`config.mk`:
```
export PLATFORM = sky130hd
export DESIGN_NAME = counter_sequencer
export DESIGN_NICKNAME = d
export VERILOG_FILES = /design/src/rtl/counter_sequencer_pkg.sv /design/src/rtl/counter_sequencer.sv
export SDC_FILE = /design/constraint.sdc
export NUM_CORES = 1
export LEC_CHECK = 0
export BUFFER_PORTS_ARGS = -buffer_cell sky130_fd_sc_hd__buf_2
export CAP_MARGIN = 20
export CORE_ASPECT_RATIO = 1.75
export CORE_MARGIN = 8
export CORE_UTILIZATION = 35
export CTS_CLUSTER_DIAMETER = 150
export DETAILED_ROUTE_END_ITERATION = 8
export HOLD_SLACK_MARGIN = 0.15
export PLACE_DENSITY = 0.67
export SLEW_MARGIN = 20
export SYNTH_ARGS = -nofsm -noshare
export SYNTH_HDL_FRONTEND = slang
export SYNTH_SLANG_ARGS = --single-unit
```
`constraint.sdc`:
```
create_clock -name Clk -period 1.8 [get_ports Clk]
set_clock_uncertainty 0.05 [all_clocks]
set_input_delay 0.09 -clock Clk [delete_from_list [all_inputs] [get_ports Clk]]
set_output_delay 0.09 -clock Clk [all_outputs]
set_load 0.02 [all_outputs]
```
`src/rtl/counter_sequencer_pkg.sv`:
```
// Shared definitions for the counter sequencer: FSM state codes,
// default widths and a small helper for the pass count.
package counter_sequencer_pkg;

   localparam int WIDTH_DEF  = 4;
   localparam int PASS_W_DEF = 3;

   localparam logic [1:0] ST_IDLE  = 2'd0;
   localparam logic [1:0] ST_LOAD  = 2'd1;
   localparam logic [1:0] ST_COUNT = 2'd2;
   localparam logic [1:0] ST_DONE  = 2'd3;

   // A request for zero traversals still runs one.
   function automatic logic [PASS_W_DEF-1:0] pass_min1(
      input logic [PASS_W_DEF-1:0] p
   );
      return (p == '0) ? PASS_W_DEF'(1) : p;
   endfunction

endpackage

```
`src/rtl/counter_sequencer.sv`:
```
// Sequences one Counter_4bit: load start value, count to end value,
// optional ping-pong passes, then a one-cycle Done pulse.
// Inputs : Clk, Reset (sync, active-high), Start, Start_val, End_val,
//          Passes, Abort, Ctr_Count_out (counter feedback).
// Outputs: Ctr_Load, Ctr_Count_en, Ctr_Up, Ctr_Count_in, Busy, Done.
module counter_sequencer
   import counter_sequencer_pkg::*;
#(
   parameter int WIDTH  = WIDTH_DEF,
   parameter int PASS_W = PASS_W_DEF
) (
   input  logic              Clk,
   input  logic              Reset,
   input  logic              Start,
   input  logic [WIDTH-1:0]  Start_val,
   input  logic [WIDTH-1:0]  End_val,
   input  logic [PASS_W-1:0] Passes,
   input  logic              Abort,
   input  logic [WIDTH-1:0]  Ctr_Count_out,
   output logic              Ctr_Load,
   output logic              Ctr_Count_en,
   output logic              Ctr_Up,
   output logic [WIDTH-1:0]  Ctr_Count_in,
   output logic              Busy,
   output logic              Done
);

   logic [1:0]        state;
   logic [WIDTH-1:0]  s_q;
   logic [WIDTH-1:0]  e_q;
   logic [PASS_W-1:0] pass_q;
   logic              up_q;
   logic              at_end;

   assign at_end = (Ctr_Count_out == e_q);

   always_ff @(posedge Clk) begin
      if (Reset) begin
         state  <= ST_IDLE;
         s_q    <= '0;
         e_q    <= '0;
         pass_q <= '0;
         up_q   <= 1'b0;
      end else begin
         unique case (state)
            ST_IDLE: begin
               if (Start && !Abort) begin
                  s_q    <= Start_val;
                  e_q    <= End_val;
                  pass_q <= (Passes == '0) ? PASS_W'(1) : Passes;
                  up_q   <= (End_val > Start_val);
                  state  <= ST_LOAD;
               end
            end
            ST_LOAD: begin
               state <= Abort ? ST_IDLE : ST_COUNT;
            end
            ST_COUNT: begin
               if (Abort) begin
                  state <= ST_IDLE;
               end else if (at_end) begin
                  if (pass_q > PASS_W'(1)) begin
                     // Reverse: this equality cycle is the idle cycle.
                     s_q    <= e_q;
                     e_q    <= s_q;
                     up_q   <= ~up_q;
                     pass_q <= pass_q - PASS_W'(1);
                  end else begin
                     state <= ST_DONE;
                  end
               end
            end
            ST_DONE: begin
               state <= ST_IDLE;
            end
            default: begin
               state <= ST_IDLE;
            end
         endcase
      end
   end

   // Abort gates the counter controls in the same cycle so the
   // counter value observed when aborting is the one it keeps.
   always_comb begin
      Ctr_Load     = 1'b0;
      Ctr_Count_en = 1'b0;
      Ctr_Up       = 1'b0;
      Ctr_Count_in = '0;
      Busy         = 1'b0;
      Done         = 1'b0;
      unique case (state)
         ST_LOAD: begin
            Busy         = 1'b1;
            Ctr_Load     = ~Abort;
            Ctr_Count_in = s_q;
         end
         ST_COUNT: begin
            Busy         = 1'b1;
            Ctr_Up       = up_q;
            Ctr_Count_en = ~at_end & ~Abort;
         end
         ST_DONE: begin
            Done = 1'b1;
         end
         default: begin
            Busy = 1'b0;
         end
      endcase
   end

endmodule

```
==> results.ini, run 1 <==
[grt]
grt_max_degree=16
grt_pass1_wl_mm=4.167
grt_overflow=0
grt_pass1_vias=1064
antenna_found_initial=0
grtUsageTotal=0.1027

[detailed_routing]
antenna_left=0
wl_met1_mm=1.035
vias=980
drtIter0Drc=13
drc_errors=0
wl_per_cell_microns=13.67
route.met2.wl_mm=1.376
dr_wl_met3_microns=132
drt_first_pass_iters=4
highest_layer=met4
viasPerCell=5.158
routed_wl_mm=2.597

[logic_synthesis]
ys_ff_latch=14
seq_area_frac_synth=0.2786
synth_flop_cell=dfxtp_1
synth_edf_count=0
yosysUniqueCellTypes=31
synth_fp_nets=148
async_flop_share=0
netlist.top_cell.by_area=dfxtp_1
syn_area_sq_um=1006
yosys_warnings=0
netlist_instances=118
synth_top_cells_by_area=dfxtp_1, ha_1, mux2i_1, nor2_1, mux2_2
synth_top_area_frac=0.2786
synth_area_per_cell_sq_um=8.525

[sta]
fmax_ghz=0.5782
maxSlewHeadroom=0.8120
worstMarginPinSlew_ns=0.2820
drv_slew=0
fin_crit_ns=1.729
setup_slack_ns=0.07064
hold_viol_final=0
setup_violations=0
finalCritPeriodShare=0.9608

[setup_path]
cp-startpoint=e_q[1]
slowest_stage=or3b_1
reg2reg_depth=6
crit_required_ns=1.93
worstPathMaxFanout=6
crit_chain=xor2_4, nor4_4, buf_4, a31oi_4, or3b_1, a31oi_1
crit_path_end=up_q
crit_arrival_ns=1.86
reg2reg_slack_ns=0.07
cp-end-kind=flip-flop
worstSetupStartpointType=flip-flop
r2r_end=up_q
critPathMaxStageDelay_ns=0.37
worstReg2RegStart=e_q[1]
path_class=reg2reg

[die]
die_h_microns=86.92
dieArea_sq_um=4913
io_pins=28
die_w_microns=56.53
design.core.area_sq_um=2830
initial_core_util=0.3554
num_rows=26

[placement]
post-place-ws_ns=-0.04785
place_hpwl_mm=2.055
finalWeightedCongestion=0.7461
portBuffers=27

[finish]
final_cell_mix=buf_2, buf_4, nor2_1, dfxtp_1
drive_gt1_frac=0.4012
layout_commonest_cell=buf_2
n_fill_cell=266
finish.utilization=0.5053
nets=193
antenna_cells=0
area_growth_pct=42.16

[power_and_ir_drop]
ir_drop_v=0.0004410
power.total_mw=0.9282
p_leak_nw=0.6966
pwr_density_cell_nw_per_um2=649.1

[clock_network]
cts.sink_count=14
clk_pin_slew_ns=0.06
cts_buffer_depth=2
cts_tree=yes
ctsHtreeMaxLevel=1
numCtsBuffers=3
clock_latency_ns=0.25
cts_root_buf=clkbuf_8

[job]
drv_cap=0

[worst_hold_path]
min_path_cells=5
min_path_type=in2reg

[outcome]
status=finished, final reports clean

==> critical path, delay by kind of cell (launching register included) <==
kind	cells	cell delay, ns
flip-flops	1	0.36
AND/OR/NAND/NOR	2	0.65
buffers and inverters	1	0.17
XOR/XNOR	1	0.16
AO/OA/AOI/OAI	2	0.26
==> cells by family (layout without fill, tap and decap cells) <==
kind of cell,after synthesis,after routing,share of synthesized area
AND/OR/NAND/NOR,39,39,0.2139
AO/OA/AOI/OAI,22,22,0.1418
buffers and inverters,15,59,0.05970
flip-flops,14,14,0.2786
multiplexers,13,13,0.1343
adder cells (fa/ha/maj),11,11,0.1368
XOR/XNOR,4,4,0.03482
==> worst min path at each step <==
| stage | startpoint | slack, ns | end |
|---|---|---|---|
| floorplan | Reset | 0.11 | state[1] |
| CTS | Abort | 0.16 | state[1] |
| finish | Passes[1] | 0.18 | pass_q[1] |
| detailed placement | Abort | 0.40 | state[1] |
| global placement | Reset | 0.39 | e_q[0] |
| global route | End_val[1] | 0.21 | e_q[1] |
==> synth_stat cells, types with 3 or more instances <==
cell,n
mux2i_1,9
clkbuf_1,3
ha_1,11
and2_1,5
nand2_1,7
a21oi_1,4
nor2b_1,3
nor2_1,14
dfxtp_1,14
mux2_2,4
xor2_1,4
inv_1,11
o21ai_0,5
==> flip-flops by register name, indices dropped and copies added (netlist names) <==
register	count
e_q	4
s_q	4
pass_q	3
state	2
up_q	1
==> layout make-up <==
class | count | area, sq um | area share
well taps | 28 | 35.03 | 0.02450
repair buffers | 44 | 269.0 | 0.1881
multi-input cells | 89 | 744.5 | 0.5206
clock buffers | 4 | 55.05 | 0.03850
flip-flops and latches | 14 | 285.3 | 0.1995
inverters | 11 | 41.29 | 0.02887
==> power breakdown <==
| group | switching, mW | leakage (nW) | total [mW] | internal (mW) |
|---|---|---|---|---|
| Sequential | 0.0183 | 0.115 | 0.349 | 0.331 |
| Combinational | 0.133 | 0.553 | 0.268 | 0.135 |
| Clock | 0.117 | 0.0288 | 0.311 | 0.194 |
==> metal layers <==
layer / vias to the layer above / track usage
met5: - / 0
met4: 0 / 0.07473
met3: 7 / 0.02193
met2: 35 / 0.1824
met1: 449 / 0.1003
li1: 489 / -
==> stage by stage <==
stage | setup TNS (ns) | area [sq um] | hold WS [ns] | std cells
4_1_cts | 0 | 1363 | 0.1618 | 189
6_report | 0 | 1430 | 0.1781 | 190
3_3_place_gp | -0.006403 | 1261 | 0.3893 | 182
5_1_grt | -0.03142 | 1430 | 0.2095 | 190
2_1_floorplan | -0.4878 | 1016 | 0.1091 | 118
3_5_place_dp | -0.2713 | 1261 | 0.3974 | 182
==> what timing repair did <==
| item | CTS | global route |
|---|---|---|
| hold endpoints to repair | 5 | 0 |
| hold buffers | 1 | 0 |
| resized for setup | 5 | 14 |
| setup buffers | 2 | 1 |
| setup endpoints to repair | 11 | 14 |
| cloned | 0 | 0 |
| pin swaps | 2 | 9 |
No activity file was read; power rests on OpenSTA's default activity.
==> inputs of run 2 (changes only) <==
Settings changed: PLACE_DENSITY 0.67 to 0.65.
Clock period 1.8 ns to 1.6 ns, I/O delays scaled along.
==> run 2 against run 1 <==
The flow now finishes with violations (negative setup slack). First-iteration DRC count decreased by 23%. Clock power decreased by 7.1%. Worst hold slack got worse by 0.015 ns. Setup slack worse by 0.23 ns. Combinational power is 23% higher. Die area stayed put. Fmax down 1.7%. Utilization rose by 2.2 points. Wire length is 9.5% higher.
==> results.ini, run 2 (same netlist as run 1, synthesis figures left out) <==
[outcome]
status=complete, but fails checks
violations=negative setup slack

[detailed_routing]
drtIter0Drc=10
routed_wl_mm=2.845
vias=992
drc_errors=0
wl_per_cell_microns=14.74
viasPerCell=5.140
antenna_left=0
drt_first_pass_iters=3

[sta]
fin_crit_ns=1.760
hold_viol_final=0
drv_slew=0
fin_worst_hold_slack_ns=0.1629
worstMarginPinSlew_ns=0.2833
setup_slack_ns=-0.1599
finalCritPeriodShare=1.100
rsz0062_at_grt=yes
fmax_ghz=0.5682
setup_violations=13
maxSlewHeadroom=0.8103

[die]
die_w_microns=56.53
num_rows=26
io_pins=28
die_h_microns=86.92
design.core.area_sq_um=2830
dieArea_sq_um=4913
initial_core_util=0.3554

[power_and_ir_drop]
combPwrFrac=0.326
p_leak_nw=0.7265
pwr_density_cell_nw_per_um2=676.3
p_switching_mw=0.3009
seqPwrFrac=0.388
power.total_mw=1.009
p_int_mw=0.7077
ir_drop_v=0.0004996
swShare=0.2983
power_frac_clock=0.286

[clock_network]
cts_tree=yes
clk_pin_slew_ns=0.06
clock_latency_ns=0.25
cts_root_buf=clkbuf_8
cts.sink_count=14
numCtsBuffers=3
cts_buffer_depth=2
ctsHtreeMaxLevel=1

[setup_path]
crit_required_ns=1.67
worstReg2RegStart=pass_q[1]
slowest_stage=dfxtp_2
crit_chain=inv_2, ha_1, o21ba_4, o21ba_4, a31oi_4, buf_6, mux2i_1, nor2_1
worstSetupStartpointType=flip-flop
reg2reg_slack_ns=-0.16
path_class=reg2reg
cp_common_cell=o21ba_4
worstPathMaxFanout=6
r2r_end=e_q[0]
reg2reg_depth=8
cp-end-kind=flip-flop
critPathMaxStageDelay_ns=0.33
crit_arrival_ns=1.83

[finish]
seq_area_sq_um=295.3
final_area_sq_um=1491
antenna_cells=0
n_fill_cell=262
largestRegisters=e_q (4), s_q (4), pass_q (3)
drive_gt1_frac=0.4485
nets=197
stdcell_count=193
area_growth_pct=48.26
multi_input_area_sq_um=765.7
layout_commonest_cell=buf_2
final_cell_mix=buf_2, buf_4, nor2_1
finish.utilization=0.5270

[worst_hold_path]
min-delay-start=Passes[2]
min_path_type=in2reg
min_path_cells=5
min_to=pass_q[2]

[placement]
finalWeightedCongestion=0.8180
portBuffers=27
placed_area_sq_um=1336
dp.cells=185
place_hpwl_mm=2.194

[grt]
grt_overflow=0
grt_max_degree=15
grt_pass1_wl_mm=4.567
grtUsageTotal=0.1149
grt_pass1_vias=1054
antenna_found_initial=0

[job]
drv_cap=0

## run 2: worst max path at each step
stage,start,end,slack [ns],cells after the start
final,pass_q[1],e_q[0],-0.16,8
after global placement,pass_q[1],up_q,-0.13,7
after detailed placement,state[1],state[1],-0.21,6
after floorplan,e_q[2],state[1],-0.14,5
after CTS,e_q[1],up_q,-0.17,6
after global routing,pass_q[1],s_q[3],-0.24,8
## run 2: repair_timing
item | in CTS | in global routing
hold buffers | 1 | 0
setup endpoints to repair | 19 | 20
pin swaps | 11 | 7
endpoints found under the hold margin | 8 | 0
gates resized for setup | 7 | 14
setup buffers | 1 | 3
## run 2: critical path, delay by kind of cell (launching register included)
family / cells / cell delay, ns
adders and majority gates: 1 / 0.14
and+or+nand+nor: 1 / 0.07
buffers and inverters: 2 / 0.23
muxes: 1 / 0.18
DFF: 1 / 0.33
AOI/OAI and AO/OA: 3 / 0.63
## run 2: power by group through the flow
stage / clock (mW) / combinational [mW] / sequential, mW
2_1_floorplan: 0 / 0.176 / 0.396
3_3_place_gp: 0 / 0.282 / 0.396
6_report: 0.289 / 0.329 / 0.391
4_1_cts: 0.302 / 0.303 / 0.391
3_5_place_dp: 0 / 0.289 / 0.397
5_1_grt: 0.320 / 0.361 / 0.395
## run 2: per-stage QoR
stage                     worst slack (ns)  TNS (ns)
after global routing               -0.2361    -2.665
final                              -0.1599    -1.592
after floorplan                    -0.1395   -0.2595
after CTS                          -0.1676    -1.663
after global placement             -0.1295   -0.6325
after detailed placement           -0.2141    -1.447
## run 2: final cells by class
cell class                 instances  area share
tap                               28     0.02349
clock buffer                       3     0.02768
multi-input combinational         89      0.5134
timing repair buffer              48      0.2097
sequential                        14      0.1980
inverter                          11     0.02768
## run 2: per-layer routing
layer  vias to the layer above  wire length (microns)  track usage
met5                         -                      0            0
met4                         0                     70      0.05934
met3                         6                    141      0.03363
met2                        22                   1573       0.2124
met1                       467                   1060       0.1093
li1                        497                      -            -
